<file path="src/rtl/controle_multiciclo_pkg.sv">
// controle_multiciclo_pkg: state encodings, ULA op codes, opcode and funct constants
package controle_multiciclo_pkg;
  typedef enum logic [3:0] {
    FETCH    = 4'd0,
    DECODE   = 4'd1,
    MEMADR   = 4'd2,
    MEMREAD  = 4'd3,
    MEMWB    = 4'd4,
    MEMWRITE = 4'd5,
    EXECUTE  = 4'd6,
    ALUWB    = 4'd7,
    BRANCH   = 4'd8,
    JUMP     = 4'd9,
    ERRO     = 4'd10
  } estado_t;
  localparam logic [3:0] ULA_AND = 4'b0000;
  localparam logic [3:0] ULA_OR  = 4'b0001;
  localparam logic [3:0] ULA_ADD = 4'b0010;
  localparam logic [3:0] ULA_SLL = 4'b0011;
  localparam logic [3:0] ULA_SRL = 4'b0100;
  localparam logic [3:0] ULA_SUB = 4'b0110;
  localparam logic [3:0] ULA_SLT = 4'b0111;
  localparam logic [3:0] ULA_NOR = 4'b1100;
  localparam logic [5:0] OP_RTYPE = 6'h00;
  localparam logic [5:0] OP_J     = 6'h02;
  localparam logic [5:0] OP_BEQ   = 6'h04;
  localparam logic [5:0] OP_BNE   = 6'h05;
  localparam logic [5:0] OP_LW    = 6'h23;
  localparam logic [5:0] OP_SW    = 6'h2B;
  localparam logic [5:0] F_SLL = 6'h00;
  localparam logic [5:0] F_SRL = 6'h02;
  localparam logic [5:0] F_ADD = 6'h20;
  localparam logic [5:0] F_SUB = 6'h22;
  localparam logic [5:0] F_AND = 6'h24;
  localparam logic [5:0] F_OR  = 6'h25;
  localparam logic [5:0] F_NOR = 6'h27;
  localparam logic [5:0] F_SLT = 6'h2A;
endpackage

</file>
<file path="src/rtl/controle_multiciclo_ula_controle.sv">
// ula_controle: decodes R-type funct into a ULA operation plus an invalid flag
module ula_controle
  import controle_multiciclo_pkg::*;
(
  input  logic [5:0] i_funct,
  output logic [3:0] o_ula_op,
  output logic       o_invalid
);
  // funct lookup; anything outside the table is flagged invalid
  always_comb begin
    o_ula_op  = ULA_AND;
    o_invalid = 1'b0;
    case (i_funct)
      F_ADD:   o_ula_op = ULA_ADD;
      F_SUB:   o_ula_op = ULA_SUB;
      F_AND:   o_ula_op = ULA_AND;
      F_OR:    o_ula_op = ULA_OR;
      F_NOR:   o_ula_op = ULA_NOR;
      F_SLT:   o_ula_op = ULA_SLT;
      F_SLL:   o_ula_op = ULA_SLL;
      F_SRL:   o_ula_op = ULA_SRL;
      default: o_invalid = 1'b1;
    endcase
  end
endmodule

</file>
<file path="src/rtl/controle_multiciclo.sv">
// controle_multiciclo: multicycle MIPS control FSM; define BNE_EN to accept bne (opcode 0x05)
module controle_multiciclo
  import controle_multiciclo_pkg::*;
#(
  parameter int TIMEOUT_CYC = 16
) (
  input  logic       clock,
  input  logic       reset,
  input  logic [5:0] opcode,
  input  logic [5:0] funct,
  input  logic       zero,
  input  logic       mem_ready,
  output logic       pc_write,
  output logic       i_or_d,
  output logic       mem_read,
  output logic       mem_write,
  output logic       ir_write,
  output logic       mem_to_reg,
  output logic       reg_dst,
  output logic       reg_write,
  output logic       alu_src_a,
  output logic [1:0] alu_src_b,
  output logic [1:0] pc_source,
  output logic [3:0] ula_op,
  output logic [3:0] estado,
  output logic       excecao
);
  localparam int WW = $clog2(TIMEOUT_CYC + 2);
  estado_t       r_estado, w_next;
  logic [5:0]    r_funct;
  logic [WW-1:0] r_wait;
  logic [3:0]    w_ula_r;
  logic          w_funct_bad, w_wait, w_timeout, w_is_br, w_bz;
  ula_controle u_ula (.i_funct(r_funct), .o_ula_op(w_ula_r), .o_invalid(w_funct_bad));
  assign w_wait    = (r_estado == FETCH || r_estado == MEMREAD || r_estado == MEMWRITE) && !mem_ready;
  assign w_timeout = (TIMEOUT_CYC != 0) && w_wait && (r_wait == WW'(TIMEOUT_CYC - 1));
`ifdef BNE_EN
  logic r_bne;
  assign w_is_br = opcode == OP_BEQ || opcode == OP_BNE;
  assign w_bz    = r_bne ? ~zero : zero;
`else
  assign w_is_br = opcode == OP_BEQ;
  assign w_bz    = zero;
`endif
  assign estado  = r_estado;
  assign excecao = r_estado == ERRO;
  // next state; a memory timeout overrides whatever the state would do
  always_comb begin
    w_next = r_estado;
    case (r_estado)
      FETCH:    w_next = mem_ready ? DECODE : FETCH;
      DECODE:   w_next = (opcode == OP_LW || opcode == OP_SW) ? MEMADR :
                         opcode == OP_RTYPE ? EXECUTE :
                         w_is_br ? BRANCH :
                         opcode == OP_J ? JUMP : ERRO;
      MEMADR:   w_next = opcode == OP_LW ? MEMREAD : MEMWRITE;
      MEMREAD:  w_next = mem_ready ? MEMWB : MEMREAD;
      MEMWRITE: w_next = mem_ready ? FETCH : MEMWRITE;
      EXECUTE:  w_next = w_funct_bad ? ERRO : ALUWB;
      MEMWB, ALUWB, BRANCH, JUMP: w_next = FETCH;
      default:  w_next = ERRO;
    endcase
    if (w_timeout) w_next = ERRO;
  end
  // state, wait counter and funct/bne latches
  always_ff @(posedge clock) begin
    if (reset) begin
      r_estado <= FETCH;
      r_wait   <= '0;
      r_funct  <= '0;
    end else begin
      r_estado <= w_next;
      r_wait   <= (w_wait && w_next == r_estado) ? r_wait + 1'b1 : '0;
      if (r_estado == DECODE && w_next == EXECUTE) r_funct <= funct;
`ifdef BNE_EN
      if (r_estado == DECODE) r_bne <= opcode == OP_BNE;
`endif
    end
  end
  // control outputs decoded from the current state
  always_comb begin
    pc_write   = 1'b0;
    i_or_d     = 1'b0;
    mem_read   = 1'b0;
    mem_write  = 1'b0;
    ir_write   = 1'b0;
    mem_to_reg = 1'b0;
    reg_dst    = 1'b0;
    reg_write  = 1'b0;
    alu_src_a  = 1'b0;
    alu_src_b  = 2'b00;
    pc_source  = 2'b00;
    ula_op     = ULA_AND;
    case (r_estado)
      FETCH: begin
        mem_read  = 1'b1;
        alu_src_b = 2'b01;
        ula_op    = ULA_ADD;
        ir_write  = mem_ready;
        pc_write  = mem_ready;
      end
      DECODE: begin
        alu_src_b = 2'b11;
        ula_op    = ULA_ADD;
      end
      MEMADR: begin
        alu_src_a = 1'b1;
        alu_src_b = 2'b10;
        ula_op    = ULA_ADD;
      end
      MEMREAD: begin
        mem_read = 1'b1;
        i_or_d   = 1'b1;
      end
      MEMWB: begin
        reg_write  = 1'b1;
        mem_to_reg = 1'b1;
      end
      MEMWRITE: begin
        mem_write = 1'b1;
        i_or_d    = 1'b1;
      end
      EXECUTE: begin
        alu_src_a = 1'b1;
        ula_op    = w_ula_r;
      end
      ALUWB: begin
        reg_write = 1'b1;
        reg_dst   = 1'b1;
        ula_op    = w_ula_r;
      end
      BRANCH: begin
        alu_src_a = 1'b1;
        ula_op    = ULA_SUB;
        pc_source = 2'b01;
        pc_write  = w_bz;
      end
      JUMP: begin
        pc_source = 2'b10;
        pc_write  = 1'b1;
      end
      default: ;
    endcase
  end
endmodule

</file>
<file path="config.mk">
export PLATFORM = sky130hd
export DESIGN_NAME = controle_multiciclo
export DESIGN_NICKNAME = d
export VERILOG_FILES = /design/src/rtl/controle_multiciclo_pkg.sv /design/src/rtl/controle_multiciclo_ula_controle.sv /design/src/rtl/controle_multiciclo.sv
export SDC_FILE = /design/constraint.sdc
export NUM_CORES = 1
export LEC_CHECK = 0
export ABC_CLOCK_PERIOD_IN_PS = 2800
export CORE_ASPECT_RATIO = 0.7
export CORE_MARGIN = 2
export CORE_UTILIZATION = 35
export CTS_CLUSTER_DIAMETER = 120
export DETAILED_ROUTE_END_ITERATION = 10
export GPL_TIMING_DRIVEN = 0
export MAX_ROUTING_LAYER = met4
export PLACE_DENSITY_LB_ADDON = 0.25
export SLEW_MARGIN = 20
export SYNTH_ARGS = -nofsm -noshare
export SYNTH_HDL_FRONTEND = slang
export SYNTH_SLANG_ARGS = --single-unit
</file>
<file path="constraint.sdc">
create_clock -name clock -period 2.8 [get_ports clock]
set_input_delay 0.56 -clock clock [delete_from_list [all_inputs] [get_ports clock]]
set_output_delay 0.56 -clock clock [all_outputs]
set_load 0.05 [all_outputs]
</file>
# Word-level counts from Yosys, hierarchy flattened
# Cells that the tools add are included.
dict set report word_totals {
  input_bits 16
  output_inout_bits 22
  elab_cells 73
  regBits 15
}
dict set report op_classes {
  n_mux 24
  n_eq_ne 24
  n_reduce_logical 20
  bitwise 1
  add_sub_neg 1
}
# operator count
set op_table {}
lappend op_table {{4-bit one-hot mux with 7 select lines} 2}
lappend op_table {{6-bit == test, second input constant} 8}
lappend op_table {{4-bit by 3-bit == test with 1-bit output, second input constant} 5}
lappend op_table {{4-bit two-way mux} 4}
lappend op_table {{4-bit == test, second input constant} 3}
lappend op_table {{6-bit by 2-bit == test with 1-bit output, second input constant} 2}
lappend op_table {{6-bit zero test} 2}
lappend op_table {{4-bit one-hot mux with 3 select lines} 1}
lappend op_table {{2-bit OR reduction} 5}
lappend op_table {{1-bit two-way mux} 9}
lappend op_table {{3-bit two-way mux} 3}
lappend op_table {{4-bit by 2-bit == test with 1-bit output, second input constant} 2}
lappend op_table {{8-bit OR reduction} 1}
lappend op_table {{6-bit by 3-bit == test with 1-bit output, second input constant} 1}
lappend op_table {{2-bit one-hot mux with 3 select lines} 1}
lappend op_table {{3-bit OR reduction} 2}
lappend op_table {{5-bit by 1-bit adder with 5-bit output, second input constant} 1}
lappend op_table {{5-bit by 4-bit == test with 1-bit output, second input constant} 1}
lappend op_table {{4-bit by 1-bit == test with 1-bit output, second input constant} 1}
lappend op_table {{4-bit == test} 1}
lappend op_table {{1-bit logical AND} 4}
lappend op_table {{4-bit zero test} 1}
lappend op_table {{2-bit two-way mux} 2}
lappend op_table {{2-bit one-hot mux with 2 select lines} 1}
lappend op_table {{5 further kinds} 7}

# Logic depth before layout (Yosys ltp)
# Gate-level depths: netlist (run 1).
dict set report logic_depth {
  depth_word 11
  depth_mapped 7
  depth_no_buf 7
}

# By module
# Synthesis (run 1) repeated with hierarchy kept, for this count alone.
dict set report hier_totals {
  hier_cells 138
  area_unflattened_um2 1128.6
}
# module cells_per_inst seq_area_each_um2 n_inst area_each_um2
set by_module_without_submodules {}
lappend by_module_without_submodules {controle_multiciclo 119 300.3 1 1007.2}
lappend by_module_without_submodules {ula_controle 19 0.0 1 121.4}

# Worst setup path before layout (run 1)
# Ideal clock, no wire load.
dict set report synth_timing {
  path_type {flip-flop to output port}
  from {register r_estado[3], in the netlist estado[3]}
  to {output pc_write}
  path_stages_with_launch 4
  t_arrival_ns 2.606
  setup_slack_ns -0.366
  path_buffers 0
  required_time_ns 2.240
  cell_sequence {dfxtp_1 > nand2b_1 > nor3_1 > a211o_1}
}
dict set report synth_via {
  elab_chain_len 2
  word_cells_on_any_way 4
  classes_between {eq/ne (2); mux (1); reduce/logical (1)}
}
# item line
set synth_lines {}
lappend synth_lines {{from (decl)} controle_multiciclo.sv:29} ;# estado_t r_estado, w_next;
lappend synth_lines {{from (signal assigned)} controle_multiciclo.sv:72} ;# r_estado <= w_next;
lappend synth_lines {{4-bit == test or 4-bit zero test (tied branches)} controle_multiciclo.sv:94} ;# case (r_estado)
lappend synth_lines {{1-bit one-hot mux with 3 select lines *} controle_multiciclo.sv:94}
lappend synth_lines {{to (decl)} controle_multiciclo.sv:13} ;# output logic pc_write,
# Every way passes the cells marked *; elsewhere a longest branch is shown, timed or not.

# Worst setup path in the final report (run 1)
dict set report layout_timing {
  from {register r_estado[2], in the netlist estado[2]}
  to {output ula_op[2]}
}
dict set report layout_via {
  elab_chain_len 3
  word_cells_on_any_way 9
  classes_between {eq/ne (5); mux (1); reduce/logical (3)}
}
# item line
set layout_lines {}
lappend layout_lines {{4-bit by 1-bit == test with 1-bit output, or another cell as far along} controle_multiciclo.sv:94}
lappend layout_lines {{3-bit OR reduction (no line) or 2-bit OR reduction (tied branches)} --}
lappend layout_lines {{4-bit one-hot mux with 3 select lines *} controle_multiciclo.sv:94}
lappend layout_lines {{to (decl)} controle_multiciclo.sv:24} ;# output logic [3:0] ula_op,
# Marked as above.

==> results of run 1 <==
-- power breakdown --
part / switching [mW] / total (mW) / internal [mW]
registers: 0.00739 / 0.228 / 0.221
logic: 0.196 / 0.306 / 0.110
clock network: 0.0996 / 0.200 / 0.100
total: 0.303 / 0.734 / 0.431
-- through the flow --
stage	cells	cell area, um2	hold slack [ns]
floorplan	139	1200	0.432
finish	218	1660	0.462
global route	218	1660	0.494
detailed placement	214	1620	0.452
global placement	214	1620	0.446
CTS	218	1660	0.462
-- worst max-delay path: stages, from the launching register on --
cell and delay [ns]:
dfxtp_1 0.50, buf_6 0.19, nand3b_2 0.11, nor2_1 0.34, a31o_2 0.21, dlygate4sd2_1 0.53
-- state kept, by name, summed over array words and instances, names as in the netlist --
| register | count |
|---|---|
| r_wait | 5 |
| estado | 4 |
| r_funct | 6 |
-- cell families (layout without fill, tap and decap cells) --
group	after synthesis	after routing	share of synthesized area, %
adders and majority gates	3	3	2.97
DFF	15	15	25.5
and+or+nand+nor	70	70	36.2
AOI/OAI and AO/OA	28	28	19.1
xor gates and xnor gates	5	5	3.72
muxes	6	6	5.10
buffers and inverters	12	53	7.43
-- cell usage after synthesis (all sizes together), types with 4 or more instances --
| library cell | instances |
|---|---|
| dfxtp | 15 |
| xnor2 | 4 |
| buf | 7 |
| nor3 | 11 |
| o21ai | 9 |
| nand2 | 6 |
| nor2 | 18 |
| nand3 | 5 |
| mux2i | 6 |
| nand2b | 5 |
-- repair_timing --
| item | 4_1_cts | 5_1_grt |
|---|---|---|
| gates cloned | 0 | 0 |
| gates resized for setup | 8 | 5 |
| setup buffers | 0 | 0 |
| endpoints found under the setup margin | 8 | 4 |
-- layer usage --
layer	vias to the layer above	routed length [um]	global-route usage, %
met5	-	0	-
met3	2	188	5.00
met1	557	1580	23.7
met4	0	24	4.85
li1	589	-	-
met2	43	1480	26.3
-- cell type report --
type | count | area [um2] | share of cell area (%)
repair buffers | 37 | 364 | 21.9
flip-flops and latches | 15 | 300 | 18.1
multi-input cells | 112 | 811 | 48.8
inverters | 3 | 11.3 | 0.678
well taps | 38 | 47.5 | 2.86
clock buffers | 3 | 41.3 | 2.49
clock inverters | 1 | 7.51 | 0.452
plain buffers | 9 | 77.6 | 4.67
-- cells in the final DEF (no fill, tap or decap), types with 3 or more instances in the layout --
cell type,n
a21oi_1,3
and3_1,3
buf_6,5
clkbuf_8,3
clkdlybuf4s50_1,28
dfxtp_1,15
dlygate4sd2_1,5
inv_1,3
mux2i_1,6
nand2_1,6
nand2b_1,5
nand3_1,5
nor2_1,18
nor3_1,6
nor3_2,4
o21ai_0,4
o21ai_1,3
xnor2_1,4
-- worst min path at each step --
stage,to,slack [ns],cells past startpoint
6_report,r_wait[0],0.46,1
5_1_grt,r_wait[0],0.49,1
4_1_cts,r_wait[0],0.46,1
3_5_place_dp,r_wait[0],0.45,1
3_3_place_gp,r_wait[0],0.45,1
2_1_floorplan,r_wait[0],0.43,1
==> out/qor.txt, run 1 <==
status - complete, no violations
highest clock rate - 369 MHz
WS Path Type - reg2out
ANT nets after route - 0
syn_nets - 157
worst skew pair latency - 0.26 ns
final core utilization - 52.0%
vias post-DR - 1,191
Pleak - 0.623 nW
chip width - 73.4 um
RSZ-0062 raised after global routing - false
final setup vio count - 0
DP HPWL - 2500 um
placer congestion estimate - 0.858
drt wl/cell - 15.0 um
vias in the first global route - 1,065
post-route setup slack - 0.0869 ns
Cell Pwr Density - 442 mW/mm2
CTS root buffer - clkbuf_8
total routed wirelength - 3280 um
Mean Syn Cell Area - 8.48 um2
# diodes - 0
Synth area leaders - dfxtp_1 (25%), nor2_1 (5.7%), mux2i_1 (5.1%)
Row Count - 17
VDD IR max - 221 uV
DIE AREA - 0.00386 mm2
reg2reg setup slack - 0.95 ns
Initial Util - 36.9%
Post-synth EDFFs - 0
Worst Reg2Reg Path Length in Cells - 7
TNS Setup - 0 ns
CP startpoint - estado[2]
total of max-cap violations - 0
CTS max path bufs - 2
register area share after synthesis - 25.5%
first-pass GRT wire length - 5080 um
total gr overflow - 0
I/O Buffers - 37
# IOs - 38
H-tree depth - 1
dominant cell type by area after synthesis - dfxtp_1
fillers - 320
Post-Syn Instances - 139
Final #Nets - 199
Hold Vio Cnt, Final - 0
Remaining DRCs - 0
Rel. slew slack - 65.8%
Critical R2R Launch - r_wait[0]
post-synth cell types - 53
Worst Setup Start Kind - flop
worst-path maximum fanout - 10
layout cells sized above 1 - 17.2%
Power Total - 734 uW
ys async rst share - 0%
worst-margin pin slew - 0.511 ns
clock buffer count from CTS - 3
end of the critical path - ula_op[2]
DR pass1 iterations - 6
Final period util - 96.9%
Yosys reg bits - 15
Iter 0 DRT Violations - 107
initial antenna violation count - 0
Tightest Hold Check Type - reg2reg
CTS tree - done
Synth warnings - 0
Worst Path Required - 2.24 ns
Post-Syn Area - 0.00118 mm2
Area Growth Syn to Fin - 40.9%
Core Area - 0.00319 mm2
Reg-to-Reg End - r_wait[2]
Layout Skew - 0.0103 ns
gr usage total - 17.7%
largest net degree at the start of global routing - 11
pre-CTS WS - -0.139 ns
arrival time at the worst endpoint - 2.15 ns
# hold bufs at CTS - 0
die height - 52.6 um
vias per inst - 5.46
post-layout min period - 2.71 ns
CTS clk-pin slew, worst paths - 0.08 ns
top-area cell type share of the netlist area - 25.5%
CTS sink count - 15
hold wc startpoint - r_wait[0]
fin. max-slew vios - 0
Primary FF master, synth - dfxtp_1
Critical Path End Type - output pin
Note: power is estimated with default switching activity, not from simulation.
==> run 2: changes to the inputs <==
- CTS_CLUSTER_SIZE: not set -> 24
==> results of run 2 <==
Same layout as run 1: the final DEF is identical, and so are final timing and power.
==> run 3: changes to the inputs <==
- ABC_CLOCK_PERIOD_IN_PS: 2800 -> 2500
- clock period: 2.8 -> 2.5 ns (I/O delays scaled with it)
==> out/qor.txt, run 3 (synthesis gave the netlist of run 1 again) <==
total of max-cap violations - 0
Final period util - 97.4%
Hold Vio Cnt, Final - 0
sw power - 312 uW
# IOs - 38
ANT nets after route - 0
Tightest Hold Check Type - reg2reg
Initial Util - 36.9%
CTS max path bufs - 2
placer congestion estimate - 0.861
CTS tree - done
Iter 0 DRT Violations - 126
# diodes - 0
layout cells sized above 1 - 21.7%
TNS Setup - 0 ns
# hold bufs at CTS - 0
vias in the first global route - 1,017
worst hold slack - 0.465 ns
vias per inst - 5.53
largest net degree at the start of global routing - 11
Clk pwr share - 24.5%
Final #Nets - 199
die height - 52.6 um
highest clock rate - 411 MHz
post-layout min period - 2.44 ns
DP HPWL - 2440 um
Cell Pwr Density - 471 mW/mm2
Rel. slew slack - 64.8%
fillers - 302
first-pass GRT wire length - 4860 um
WS Path Type - in2out
total routed wirelength - 3060 um
Worst Setup Start Kind - input port
gr usage total - 17.2%
Worst Path Required - 2.00 ns
Layout Skew - 0.00343 ns
Switching Fraction - 39.4%
total gr overflow - 0
CTS sink count - 15
final setup vio count - 0
worst-path maximum fanout - 8
P_int - 480 uW
I/O Buffers - 37
Logic pwr share - 43.2%
Remaining DRCs - 0
Area Growth Syn to Fin - 42.9%
RSZ-0062 raised after global routing - false
Core Area - 0.00319 mm2
Pleak - 0.678 nW
Critical Path End Type - output pin
vias post-DR - 1,206
max FFs per register - 6
fin. max-slew vios - 0
initial antenna violation count - 0
H-tree depth - 1
most common cell after layout, fill and taps aside - clkdlybuf4s50_1
sequential share of power - 32.4%
clock buffer count from CTS - 3
drt wl/cell - 14.0 um
Row Count - 17
DIE AREA - 0.00386 mm2
worst skew pair latency - 0.25 ns
CTS root buffer - clkbuf_8
most frequent cells in the layout - clkdlybuf4s50_1 (19), nor2_1 (16), dfxtp_1 (15)
Largest Register - r_funct
worst-margin pin slew - 0.527 ns
CTS clk-pin slew, worst paths - 0.06 ns
status - complete, no violations
DR pass1 iterations - 4
arrival time at the worst endpoint - 1.94 ns
chip width - 73.4 um
VDD IR max - 267 uV
run 3: changes by cell type in the layout (fill, tap and decap cells not counted), moves of 2 or more:
| cell | delta |
|---|---|
| clkdlybuf4s15_2 | +5 |
| clkdlybuf4s50_1 | -9 |
| nor2_1 | -2 |
| nor2_2 | +2 |
| dlymetal6s2s_1 | +2 |
| dlygate4sd2_1 | +3 |
run 3: worst max-delay path, stage by stage:
cell and delay (ns):
clkdlybuf4s50_1 0.64, nand2_1 0.10, nor3_2 0.16, clkdlybuf4s15_1 0.53
run 3: metal layers:
metal | GRT usage [%] | part of all wire [%]
met5 | - | 0
met2 | 26.0 | 44
met4 | 6.36 | 1.5
met3 | 4.42 | 7.2
met1 | 22.2 | 47
run 3: path summary, 6_finish.rpt:
path | slack [ns] | cells past startpoint | startpoint | to
worst max-delay path | 0.06 | 4 | mem_ready | ir_write
worst min-delay path | 0.47 | 1 | r_wait[0] | r_wait[0]
worst max register to register | 0.66 | 7 | r_wait[0] | r_wait[2]
worst min register to register | 0.47 | 1 | r_wait[0] | r_wait[0]
run 3: power groups by stage:
stage	clock network [mW]	registers, mW	logic (mW)
detailed placement	0	0.262	0.355
CTS	0.201	0.257	0.343
floorplan	0	0.280	0.220
global route	0.213	0.257	0.360
finish	0.194	0.257	0.342
global placement	0	0.261	0.350
run 3: what timing repair did:
| item | 4_1_cts | 5_1_grt |
|---|---|---|
| buffers inserted | 0 | 0 |
| resized for setup | 26 | 5 |
| setup endpoints to repair | 15 | 5 |
| pin swaps | 0 | 0 |
| cloned | 0 | 0 |
run 3: final cells by class:
cell class	count	area, um2	share of cell area [%]
flip-flops and latches	15	300	17.8
multi-input cells	112	825	49.0
clock buffers	3	41.3	2.45
inverters	3	11.3	0.669
repair buffers	37	377	22.4
plain buffers	9	77.6	4.61
clock inverters	1	5.00	0.297
well taps	38	47.5	2.82
run 3: through the flow:
stage	std cells	util [%]	cell area (um2)	power [mW]	worst slack, ns
3_5_place_dp	214	51.0	1630	0.616	-0.331
2_1_floorplan	139	-	1210	0.500	-0.168
3_3_place_gp	214	51.0	1630	0.611	-0.295
4_1_cts	218	52.4	1670	0.801	0.00766
5_1_grt	218	52.8	1680	0.831	0.00210
6_report	218	52.8	1680	0.793	0.0640
